===== config.mk =====
export PLATFORM = sky130hd
export DESIGN_NAME = param_fir_engine_flat
export DESIGN_NICKNAME = d
export VERILOG_FILES = /design/src/rtl/param_fir_engine_if.sv /design/src/rtl/param_fir_engine.sv /design/src/flat_wrapper.sv
export SDC_FILE = /design/constraint.sdc
export NUM_CORES = 1
export LEC_CHECK = 0
export CORE_MARGIN = 4
export CORE_UTILIZATION = 33
export DETAILED_ROUTE_END_ITERATION = 10
export DONT_BUFFER_PORTS = 1
export GPL_TIMING_DRIVEN = 0
export RECOVER_POWER = 100
export SYNTH_ARGS = -nofsm -noshare
export SYNTH_HDL_FRONTEND = slang
export SYNTH_SLANG_ARGS = --single-unit
export TNS_END_PERCENT = 1

===== constraint.sdc =====
create_clock -name iClk_12M -period 13.2 [get_ports iClk_12M]
set_input_delay 0.66 -clock iClk_12M [delete_from_list [all_inputs] [get_ports iClk_12M]]
set_output_delay 0.66 -clock iClk_12M [all_outputs]
set_load 0.03 [all_outputs]

===== src/rtl/param_fir_engine_if.sv =====
// -----------------------------------------------------------------------------
// param_fir_engine_if
// Bundles the sample, coefficient-store and status signals of param_fir_engine.
//   master : the driving side (sample source / host), drives the i* signals
//   slave  : the filter engine, drives the o* signals
// Signals:
//   iEnSample, iFirIn          sample strobe and signed sample
//   iCoeffiUpdateFlag          coefficient-update mode request
//   iCsnRam, iWrnRam           coefficient store select / write enable (low)
//   iAddrRam, iWrDtRam         coefficient index and write data
//   iNumOfTap                  active tap count
//   oRdDtRam                   coefficient readback
//   oFirOut, oFirValid         filtered output and its one-cycle valid pulse
//   oBusy, oOverrun            engine busy, sticky dropped-sample flag
// -----------------------------------------------------------------------------
interface param_fir_engine_if #(
  parameter int DW = 3,
  parameter int CW = 16,
  parameter int AW = 6,
  parameter int OW = 16
);
  logic                 iEnSample;
  logic signed [DW-1:0] iFirIn;
  logic                 iCoeffiUpdateFlag;
  logic                 iCsnRam;
  logic                 iWrnRam;
  logic [AW-1:0]        iAddrRam;
  logic signed [CW-1:0] iWrDtRam;
  logic [AW-1:0]        iNumOfTap;
  logic signed [CW-1:0] oRdDtRam;
  logic signed [OW-1:0] oFirOut;
  logic                 oFirValid;
  logic                 oBusy;
  logic                 oOverrun;

  modport master (
    output iEnSample, iFirIn, iCoeffiUpdateFlag, iCsnRam, iWrnRam,
           iAddrRam, iWrDtRam, iNumOfTap,
    input  oRdDtRam, oFirOut, oFirValid, oBusy, oOverrun
  );

  modport slave (
    input  iEnSample, iFirIn, iCoeffiUpdateFlag, iCsnRam, iWrnRam,
           iAddrRam, iWrDtRam, iNumOfTap,
    output oRdDtRam, oFirOut, oFirValid, oBusy, oOverrun
  );
endinterface


===== src/rtl/param_fir_engine.sv =====
// -----------------------------------------------------------------------------
// param_fir_engine
// Time-multiplexed FIR filter: one shared multiply-accumulate walks the active
// taps of a circular delay line once per accepted sample. Coefficients are
// loaded and read back through a small store that is only accessible while
// the engine sits in coefficient-update mode.
// Ports:
//   iClk_12M  system clock
//   iRsn      asynchronous active-low reset
//   bus       param_fir_engine_if.slave (sample, coefficient store, status)
// Optional feature:
//   FIR_ROUND_SAT_EN  when defined, round half-up before the output shift and
//                     saturate to the signed OW range; otherwise truncate and
//                     wrap to the low OW bits.
// -----------------------------------------------------------------------------
module param_fir_engine #(
  parameter int DW    = 3,
  parameter int CW    = 16,
  parameter int NTAP  = 33,
  parameter int AW    = 6,
  parameter int OW    = 16,
  parameter int SHIFT = 0
) (
  input logic               iClk_12M,
  input logic               iRsn,
  param_fir_engine_if.slave bus
);
  localparam int PW   = DW + CW;
  localparam int ACCW = DW + CW + AW;
  localparam logic [AW-1:0] NTAP_A = AW'(NTAP);
  localparam logic [AW-1:0] ONE_A  = AW'(1'b1);
  localparam logic [AW-1:0] ZERO_A = {AW{1'b0}};

  typedef enum logic [1:0] {
    IDLE   = 2'd0,
    UPDATE = 2'd1,
    MAC    = 2'd2,
    DONE   = 2'd3
  } state_t;

  state_t state_r, state_s;

  logic signed [CW-1:0]   coef_r [0:NTAP-1];
  logic signed [DW-1:0]   x_r    [0:NTAP-1];
  logic [AW-1:0]          wptr_r, wptr_nxt_s;
  logic [AW-1:0]          k_r, n_r, n_s, xidx_s;
  logic signed [ACCW-1:0] acc_r;
  logic signed [CW-1:0]   coef_k_s;
  logic signed [DW-1:0]   x_k_s;
  logic signed [PW-1:0]   prod_s;
  logic signed [OW-1:0]   out_s;
  logic                   accept_s, busy_s, overrun_s, mac_last_s;
  logic                   wr_s, rd_s, addr_ok_s;

  logic signed [CW-1:0]   rd_data_r;
  logic signed [OW-1:0]   fir_out_r;
  logic                   valid_r, busy_r, overrun_r;

  // State register.
  always_ff @(posedge iClk_12M or negedge iRsn) begin
    if (!iRsn) state_r <= IDLE;
    else       state_r <= state_s;
  end

  // Next-state logic; an update request in IDLE wins over a sample strobe.
  always_comb begin
    state_s = state_r;
    case (state_r)
      IDLE: begin
        if (bus.iCoeffiUpdateFlag) state_s = UPDATE;
        else if (bus.iEnSample)    state_s = MAC;
        else                       state_s = IDLE;
      end
      UPDATE: begin
        if (!bus.iCoeffiUpdateFlag) state_s = IDLE;
        else                        state_s = UPDATE;
      end
      MAC: begin
        if (mac_last_s) state_s = DONE;
        else            state_s = MAC;
      end
      DONE:    state_s = IDLE;
      default: state_s = IDLE;
    endcase
  end

  // FSM-derived controls: sample accept, store access, busy and overrun.
  always_comb begin
    accept_s  = (state_r == IDLE) && !bus.iCoeffiUpdateFlag && bus.iEnSample;
    busy_s    = (state_s != IDLE);
    addr_ok_s = (bus.iAddrRam < NTAP_A);
    wr_s      = (state_r == UPDATE) && !bus.iCsnRam && !bus.iWrnRam;
    rd_s      = (state_r == UPDATE) && !bus.iCsnRam && bus.iWrnRam;
    // Entering UPDATE is the only non-reset way to clear the sticky flag.
    if ((state_r == IDLE) && (state_s == UPDATE)) begin
      overrun_s = 1'b0;
    end else if (((state_r == MAC) || (state_r == DONE)) && bus.iEnSample) begin
      overrun_s = 1'b1;
    end else begin
      overrun_s = overrun_r;
    end
  end

  // Tap-count clamp, pointer advance and MAC operand fetch.
  always_comb begin
    if ((bus.iNumOfTap == ZERO_A) || (bus.iNumOfTap > NTAP_A)) n_s = NTAP_A;
    else                                                       n_s = bus.iNumOfTap;
    if (wptr_r == (NTAP_A - ONE_A)) wptr_nxt_s = ZERO_A;
    else                            wptr_nxt_s = wptr_r + ONE_A;
    // Tap k reads the sample written k strobes ago: (wptr - k) mod NTAP.
    if (wptr_r >= k_r) xidx_s = wptr_r - k_r;
    else               xidx_s = wptr_r + (NTAP_A - k_r);
    if (k_r < NTAP_A) coef_k_s = coef_r[k_r];
    else              coef_k_s = {CW{1'b0}};
    if (xidx_s < NTAP_A) x_k_s = x_r[xidx_s];
    else                 x_k_s = {DW{1'b0}};
    prod_s     = $signed({{DW{coef_k_s[CW-1]}}, coef_k_s}) *
                 $signed({{CW{x_k_s[DW-1]}}, x_k_s});
    mac_last_s = (k_r == (n_r - ONE_A));
  end

`ifdef FIR_ROUND_SAT_EN
  localparam logic signed [ACCW:0] RND =
    (SHIFT > 0) ? ((ACCW+1)'(1'b1) << ((SHIFT > 0) ? (SHIFT - 1) : 0))
                : {(ACCW+1){1'b0}};
  localparam logic signed [ACCW:0] OMAX =
    $signed({{(ACCW+2-OW){1'b0}}, {(OW-1){1'b1}}});
  localparam logic signed [ACCW:0] OMIN = ~OMAX;
  logic signed [ACCW:0] scaled_s;

  // Round half-up, arithmetic shift, then clamp to the signed output range.
  always_comb begin
    scaled_s = ($signed({acc_r[ACCW-1], acc_r}) + RND) >>> SHIFT;
    if (scaled_s > OMAX)      out_s = OMAX[OW-1:0];
    else if (scaled_s < OMIN) out_s = OMIN[OW-1:0];
    else                      out_s = scaled_s[OW-1:0];
  end
`else
  // Truncating arithmetic shift; the result wraps to the low OW bits.
  always_comb begin
    out_s = OW'(acc_r >>> SHIFT);
  end
`endif

  // Circular delay line and its write pointer.
  always_ff @(posedge iClk_12M or negedge iRsn) begin
    if (!iRsn) begin
      wptr_r <= ZERO_A;
      for (int i = 0; i < NTAP; i++) x_r[i] <= {DW{1'b0}};
    end else if (accept_s) begin
      x_r[wptr_nxt_s] <= bus.iFirIn;
      wptr_r          <= wptr_nxt_s;
    end
  end

  // Coefficient store; out-of-range writes are dropped.
  always_ff @(posedge iClk_12M or negedge iRsn) begin
    if (!iRsn) begin
      for (int i = 0; i < NTAP; i++) coef_r[i] <= {CW{1'b0}};
    end else if (wr_s && addr_ok_s) begin
      coef_r[bus.iAddrRam] <= bus.iWrDtRam;
    end
  end

  // Accumulator, tap index and latched tap count.
  always_ff @(posedge iClk_12M or negedge iRsn) begin
    if (!iRsn) begin
      acc_r <= {ACCW{1'b0}};
      k_r   <= ZERO_A;
      n_r   <= NTAP_A;
    end else if (accept_s) begin
      acc_r <= {ACCW{1'b0}};
      k_r   <= ZERO_A;
      n_r   <= n_s;
    end else if (state_r == MAC) begin
      acc_r <= acc_r + {{AW{prod_s[PW-1]}}, prod_s};
      k_r   <= k_r + ONE_A;
    end
  end

  // Registered outputs.
  always_ff @(posedge iClk_12M or negedge iRsn) begin
    if (!iRsn) begin
      rd_data_r <= {CW{1'b0}};
      fir_out_r <= {OW{1'b0}};
      valid_r   <= 1'b0;
      busy_r    <= 1'b0;
      overrun_r <= 1'b0;
    end else begin
      valid_r   <= (state_r == DONE);
      busy_r    <= busy_s;
      overrun_r <= overrun_s;
      if (state_r == DONE) fir_out_r <= out_s;
      if (rd_s) rd_data_r <= addr_ok_s ? coef_r[bus.iAddrRam] : {CW{1'b0}};
    end
  end

  assign bus.oRdDtRam  = rd_data_r;
  assign bus.oFirOut   = fir_out_r;
  assign bus.oFirValid = valid_r;
  assign bus.oBusy     = busy_r;
  assign bus.oOverrun  = overrun_r;
endmodule


===== src/flat_wrapper.sv =====
// flat-port wrapper written by rule: the top's interface ports become plain ports
module param_fir_engine_flat 
#(
  parameter int DW    = 3,
  parameter int CW    = 16,
  parameter int NTAP  = 33,
  parameter int AW    = 6,
  parameter int OW    = 16,
  parameter int SHIFT = 0
)
  (iClk_12M, iRsn, bus_iEnSample, bus_iFirIn, bus_iCoeffiUpdateFlag, bus_iCsnRam, bus_iWrnRam, bus_iAddrRam, bus_iWrDtRam, bus_iNumOfTap, bus_oRdDtRam, bus_oFirOut, bus_oFirValid, bus_oBusy, bus_oOverrun);
  param_fir_engine_if #(.DW(DW), .CW(CW), .AW(AW), .OW(OW)) bus_i ();
  input logic iClk_12M;
  input logic iRsn;
  input wire logic [$bits(bus_i.iEnSample)-1:0] bus_iEnSample;
  input wire logic [$bits(bus_i.iFirIn)-1:0] bus_iFirIn;
  input wire logic [$bits(bus_i.iCoeffiUpdateFlag)-1:0] bus_iCoeffiUpdateFlag;
  input wire logic [$bits(bus_i.iCsnRam)-1:0] bus_iCsnRam;
  input wire logic [$bits(bus_i.iWrnRam)-1:0] bus_iWrnRam;
  input wire logic [$bits(bus_i.iAddrRam)-1:0] bus_iAddrRam;
  input wire logic [$bits(bus_i.iWrDtRam)-1:0] bus_iWrDtRam;
  input wire logic [$bits(bus_i.iNumOfTap)-1:0] bus_iNumOfTap;
  output wire logic [$bits(bus_i.oRdDtRam)-1:0] bus_oRdDtRam;
  output wire logic [$bits(bus_i.oFirOut)-1:0] bus_oFirOut;
  output wire logic [$bits(bus_i.oFirValid)-1:0] bus_oFirValid;
  output wire logic [$bits(bus_i.oBusy)-1:0] bus_oBusy;
  output wire logic [$bits(bus_i.oOverrun)-1:0] bus_oOverrun;
  assign bus_i.iEnSample = bus_iEnSample;
  assign bus_i.iFirIn = bus_iFirIn;
  assign bus_i.iCoeffiUpdateFlag = bus_iCoeffiUpdateFlag;
  assign bus_i.iCsnRam = bus_iCsnRam;
  assign bus_i.iWrnRam = bus_iWrnRam;
  assign bus_i.iAddrRam = bus_iAddrRam;
  assign bus_i.iWrDtRam = bus_iWrDtRam;
  assign bus_i.iNumOfTap = bus_iNumOfTap;
  assign bus_oRdDtRam = bus_i.oRdDtRam;
  assign bus_oFirOut = bus_i.oFirOut;
  assign bus_oFirValid = bus_i.oFirValid;
  assign bus_oBusy = bus_i.oBusy;
  assign bus_oOverrun = bus_i.oOverrun;
  param_fir_engine #(.DW(DW), .CW(CW), .NTAP(NTAP), .AW(AW), .OW(OW), .SHIFT(SHIFT)) u_core (.iClk_12M(iClk_12M), .iRsn(iRsn), .bus(bus_i));
endmodule

[Yosys cells after proc, flatten, opt, wreduce, memory -nomap -nowiden]
Index checks and enable logic that the tools add are counted.
Storage, ports and cells
  output and inout bits: 35
  register bits: 707
Cells by class
  magnitude comparators: 11
  mux-type cells: 32
  $mul: 1
  reductions and logical operators: 20
  eq/ne operators: 6
  $add $sub $neg: 7
  bitwise logic cells: 4
Operators by type and width (count)
  528-bit bitwise mux: 1
  16-bit binary-select mux with 6-bit select: 2
  16-bit 2-to-1 mux: 7
  99-bit bitwise mux: 1
  16-bit demux with 6-bit select: 1
  25-bit 2-to-1 mux: 2
  6-bit 2-to-1 mux: 5
  7-bit >= comparator (second input constant): 4
  6-bit NOT with 7-bit output: 4
  25-bit adder: 1
  16-bit by 3-bit multiplier with 19-bit output: 1
  3-bit binary-select mux with 6-bit select: 1
  3-bit demux with 6-bit select: 1
  6-bit < comparator (second input constant): 3
  7-bit by 1-bit < comparator with 1-bit output (second input constant): 2
  6-bit by 1-bit adder with 6-bit output (second input constant): 2
  3-bit 2-to-1 mux: 4
  1-bit logical AND: 10
  2-bit case mux with 4 select lines: 1
  6-bit adder: 1
  6-bit == test: 1
  6-bit == test (second input constant): 1
  6-bit >= comparator: 1
  6-bit greater-than comparator (second input constant): 1
  12 further kinds: 23

[Longest topological paths before layout]
  word-level depth: 12
  gate-level depth with buffers: 42

[Least setup slack after synthesis]
Ideal clock, no wire load.
  kind: register to register
  start: register u_core.k_r[1]
  end: register u_core.acc_r[15]
  clock period less this slack: 8815 ps
  library setup time: 69 ps
  data required time: 13131 ps
  cell stages (with the launch flop): 43
  path slack: 4385 ps
  arrival time: 8747 ps
  cells stage by stage: dfrtp_1 clkbuf_1 clkbuf_1 clkbuf_1 clkbuf_1 buf_1 inv_1 ha_1 inv_1 ha_1 fa_1 buf_1 or3_1 and2_1 o22ai_1 or3_1 and3_1 o22ai_1 (+7 left out) a21o_1 a21oi_1 o21ai_0 a21oi_1 nor2b_1 o21a_1 o21ai_0 nand2b_1 a21oi_1 xnor2_1 ha_1 a21o_1 a41oi_1 o21ai_0 or2_2 a21oi_1 o21bai_1 nand3_1
On the way
  word-level cells in the longest chain between the ends: 12
  elaborated cells on any way between the ends: 21
  those cells by class: add/sub (4); mul (1); order compare (3); mux (11); bitwise (2)
RTL lines
  start, declared: line param_fir_engine.sv:46  | logic [AW-1:0] k_r, n_r, n_s, xidx_s;
  start signal, assigned: line param_fir_engine.sv:177  | k_r <= k_r + ONE_A;
  6-bit subtractor: line param_fir_engine.sv:112  | else xidx_s = wptr_r + (NTAP_A - k_r);
  6-bit adder: line param_fir_engine.sv:112
  6-bit 2-to-1 mux: line param_fir_engine.sv:111  | if (wptr_r >= k_r) xidx_s = wptr_r - k_r;
  6-bit NOT with 7-bit output (implied by the code): line param_fir_engine.sv:115  | if (xidx_s < NTAP_A) x_k_s = x_r[xidx_s];
  3-bit binary-select mux with 6-bit select: line param_fir_engine.sv:115
  3-bit 2-to-1 mux (implied by the code) (2 in a row): line param_fir_engine.sv:115
  3-bit 2-to-1 mux: line param_fir_engine.sv:115
  16-bit by 3-bit multiplier with 19-bit output *: line param_fir_engine.sv:117  | prod_s = $signed({{DW{coef_k_s[CW-1]}}, coef_k_s}) *
  25-bit adder *: line param_fir_engine.sv:176  | acc_r <= acc_r + {{AW{prod_s[PW-1]}}, prod_s};
  25-bit 2-to-1 mux *: line param_fir_engine.sv:175  | end else if (state_r == MAC) begin
  25-bit 2-to-1 mux *: line param_fir_engine.sv:171  | end else if (accept_s) begin
  end signal, assigned: line param_fir_engine.sv:168  | acc_r <= {ACCW{1'b0}};
  end signal, assigned: line param_fir_engine.sv:172  | acc_r <= {ACCW{1'b0}};
  end signal, assigned: line param_fir_engine.sv:176
  end, declared: line param_fir_engine.sv:47  | logic signed [ACCW-1:0] acc_r;
Every way passes the cells marked *; elsewhere a longest branch is shown, timed or not. The select of a mux whose other input is x is not followed.
A chain may end at the register's enable or synchronous reset.

[Worst setup path in the final report]
  start: register u_core.k_r[1]
  end: register u_core.acc_r[14]
Same word-level chain as after synthesis.

==> summary.md <==
| Metric | Value |
|---|---|
| Share of cells above drive strength 1 | a little under a third |
| Initial drt markers | approximately 3500 |
| Worst setup margin | between 1000 and 1500 ps |
| Slowest stage cell, crit path | clkbuf_1 |
| Die X | ~350 um |
| Post-Syn Nets | 3092 |
| Clock sinks | about 700 |
| Metal-1 WL | approximately 55 mm |
| Final min period | 12160 ps |
| Dpl ws | 362 ps |
| Pwr per Cell Area | 224 nW/um2 |
| Worst endpoint required time | 13700 ps |
| All-Layer GR Usage | between 20% and 30% |
| EDFF count, synth | 0 |
| Max Fclk | just over 80 MHz |
| Hold_ws | -172 ps |
| Starting Density | between 30% and 40% |
| Clk_skew | between 40 and 50 ps |
| Synth top area cells | dfrtp_1 46%, mux2_2 19%, mux4_2 9.8% |
| Max cap viols | 1 |
| # setup viols final | 0 |
| Gp weighted congestion | 0.932 |
| Core area | 113000 um2 |
| CP Data Arrival Time | approximately 13000 ps |
| Max Fanout on Critical Path | 10 |
| Fin Setup TNS | 0 ps |
| Final WL | about 130 mm |
| IO Pins | 72 |
| Largest area contributor in the netlist | dfrtp_1 |
| Routed length on met3 | 14.4 mm |
| Final period utilization | between 90% and 100% |
| Initial antenna violation count | 5 |
| Clk pin slew, worst setup/hold paths | 60 ps |
| Root buf cell | clkbuf_16 |
| Unique cell type count in the Yosys netlist | between 70 and 80 |
| Register bit count reported by yosys | roughly 700 |
| VDD IR max | around 0.00020 V |
| Drt wl/cell | 28.6 um |
| # DRC | 0 |
| Slew headroom | -186% |
| Mapped cell area | 37500 um2 |
| Mapped Avg Cell Area | between 10 and 15 um2 |
| Nets | approximately 3200 |
| Sequential-to-total area share from yosys stat | approximately 47% |
| Element type at the critical path start | flip-flop |
| TritonCTS clock tree | done |
| Largest net degree at the start of global routing | about 700 |
| P&R area growth vs syn | 12.7% |
| Met2 WL | approximately 57 mm |
| Failing checks | negative hold slack, max-capacitance violations, max-slew violations |
| CTS buffer count | 81 |
| Number of global-route vias before repair | 27500 |
| Reg2reg path depth | 37 |
| CP Launch Point | u_core.k_r[1] |
| Status | complete, but fails checks |
| Maximum root-to-sink buffer count | 3 |
| DIE AREA | around 120000 um2 |
| Drt via density | between 6 and 7 |
| Clk_lat worst skew | 670 ps |
| Critical path's largest stage delay | ~860 ps |
| Ys Warns | 0 |
| First-pass GRT wire length | between 150 and 200 mm |
| Max layer used | met5 |
| Final ANT Viol Nets | 0 |
| Worst Setup EP | u_core.acc_r[14] |
| Rows | 123 |
| Top FF cell, synth | dfrtp_1 |
| Asr flop ratio synth | 100% |
| Vias | 28100 |
| DR pass1 iterations | 6 |
| Commonest non-fill, non-tap cell in the layout | dfrtp_1 |
| WS Path Type | flip-flop to flip-flop |
| Final hold vios | 171 |
| PortBufs | 0 |
| Worst reg2reg path startpoint | u_core.k_r[1] |
| Grt total ovfl | 0 |
| Slew Viols, Final | 529 |
| Finished Cell Area | around 42000 um2 |
| Yosys top cell area share | around 46% |
| Hold Path Class | primary input to async pin |
| Post-placement cell area | just under 40000 um2 |
| # fillers | 10900 |
| FF-to-FF setup slack | approximately 1000 ps |
| Leak | about 19 nW |
| Final core occ | a little under two fifths |
| Endpoint of the worst register-to-register path | u_core.acc_r[14] |
| Die Y | roughly 350 um |
| Most frequent cells in the layout | 696 x dfrtp_1, 646 x mux2_2, 225 x a22oi_1 |
| Worst-margin pin slew | 4300 ps |
| CTS H-tree depth | 3 |
| Detailed Place HPWL | 92.8 mm |
| Endpoint class of the critical path | flip-flop |
| Cells after Synth | roughly 3000 |
| RSZ-0062 raised after global routing | no |
## cells in the mapped netlist (41+ instances only)
cell type / instances
nor2_1: 113
a21oi_1: 51
mux4_2: 163
nand4_1: 58
o21ai_0: 82
nand2_1: 138
mux2_2: 650
ha_1: 57
buf_1: 41
dfrtp_1: 696
clkbuf_1: 194
a22oi_1: 225
inv_1: 46
## flip-flops by register name, summed over array words and instances (netlist names)
register and cells:
u_core.n_r 6, u_core.acc_r 16, u_core.bus.oRdDtRam 16, u_core.k_r 6, u_core.x_r 99, u_core.bus.oFirValid 1
u_core.bus.oOverrun 1, u_core.wptr_r 6, u_core.state_r 2, u_core.bus.oBusy 1, u_core.coef_r 528, u_core.bus.oFirOut 16
## power by group
group | leakage, nW | total [mW] | switching (mW) | internal [mW]
clock | 1.42 | 2.44 | 0.974 | 1.46
sequential | 9.62 | 2.56 | 0.214 | 2.34
combinational | 7.84 | 4.49 | 2.70 | 1.79
## layer usage
layer,global-route usage [%],vias to the layer above
li1,-,11500
met4,8.48,6
met5,0,-
met3,6.06,375
met2,32.2,1675
met1,29.9,14500
## timing repair
item / CTS / global route
hold endpoints to repair: 696 / 668
gates resized for setup: 0 / 7
setup buffers: 0 / 0
endpoints found under the setup margin: 0 / 2
## metrics by stage
| step | power, mW | hold slack (ps) | cells |
|---|---|---|---|
| floorplan | 5.84 | 364 | 2977 |
| global placement | 6.99 | 485 | 4477 |
| detailed placement | 7.01 | 491 | 4478 |
| CTS | 9.48 | -170 | 4628 |
| global route | 10.1 | -206 | 4628 |
| finish | 9.48 | -172 | 4630 |
## area by class of cell
cell class                      count  area, um2  share of cell area [%]
Multi-Input combinational cell   1985      19000                    44.8
Tap cell                         1500       1880                    4.44
Clock buffer                      112       2340                    5.54
Buffer                            246        942                    2.23
Inverter                           48        180                   0.426
Clock inverter                     38        534                    1.26
Timing Repair Buffer                1       3.75                 0.00887
Sequential cell                   698      17500                    41.3
Antenna cell                        2       5.00                  0.0118
## worst max-delay path: cells and delay by family (launching register included)
kind | cells | cell delay (ps)
adders and majority gates | 7 | 2590
and+or+nand+nor | 4 | 950
buffers and inverters | 13 | 4700
DFF | 1 | 410
AOI/OAI and AO/OA | 12 | 2920
muxes | 1 | 380
## logic make-up after synthesis
logic type                 count (synthesis)  share of synthesized area, %
muxes                                    840                          30.0
DFF                                      698                          46.5
AOI/OAI and AO/OA                        540                          10.1
and+or+nand+nor                          485                          6.37
buffers and inverters                    294                          2.98
adders and majority gates                 78                          3.02
xor gates and xnor gates                  42                         0.980
## worst min-delay path by stage
| stage | start | to | slack (ps) | depth (start not counted) |
|---|---|---|---|---|
| finish | iRsn | u_core.coef_r[171] | -170 | 0 |
| floorplan | iRsn | u_core.acc_r[0] | 360 | 0 |
| global route | iRsn | u_core.coef_r[235] | -210 | 0 |
| global placement | u_core.x_r[65] | u_core.x_r[65] | 480 | 1 |
| detailed placement | u_core.x_r[65] | u_core.x_r[65] | 490 | 1 |
| CTS | iRsn | u_core.coef_r[171] | -170 | 0 |
(Power assumes the default switching activity.)
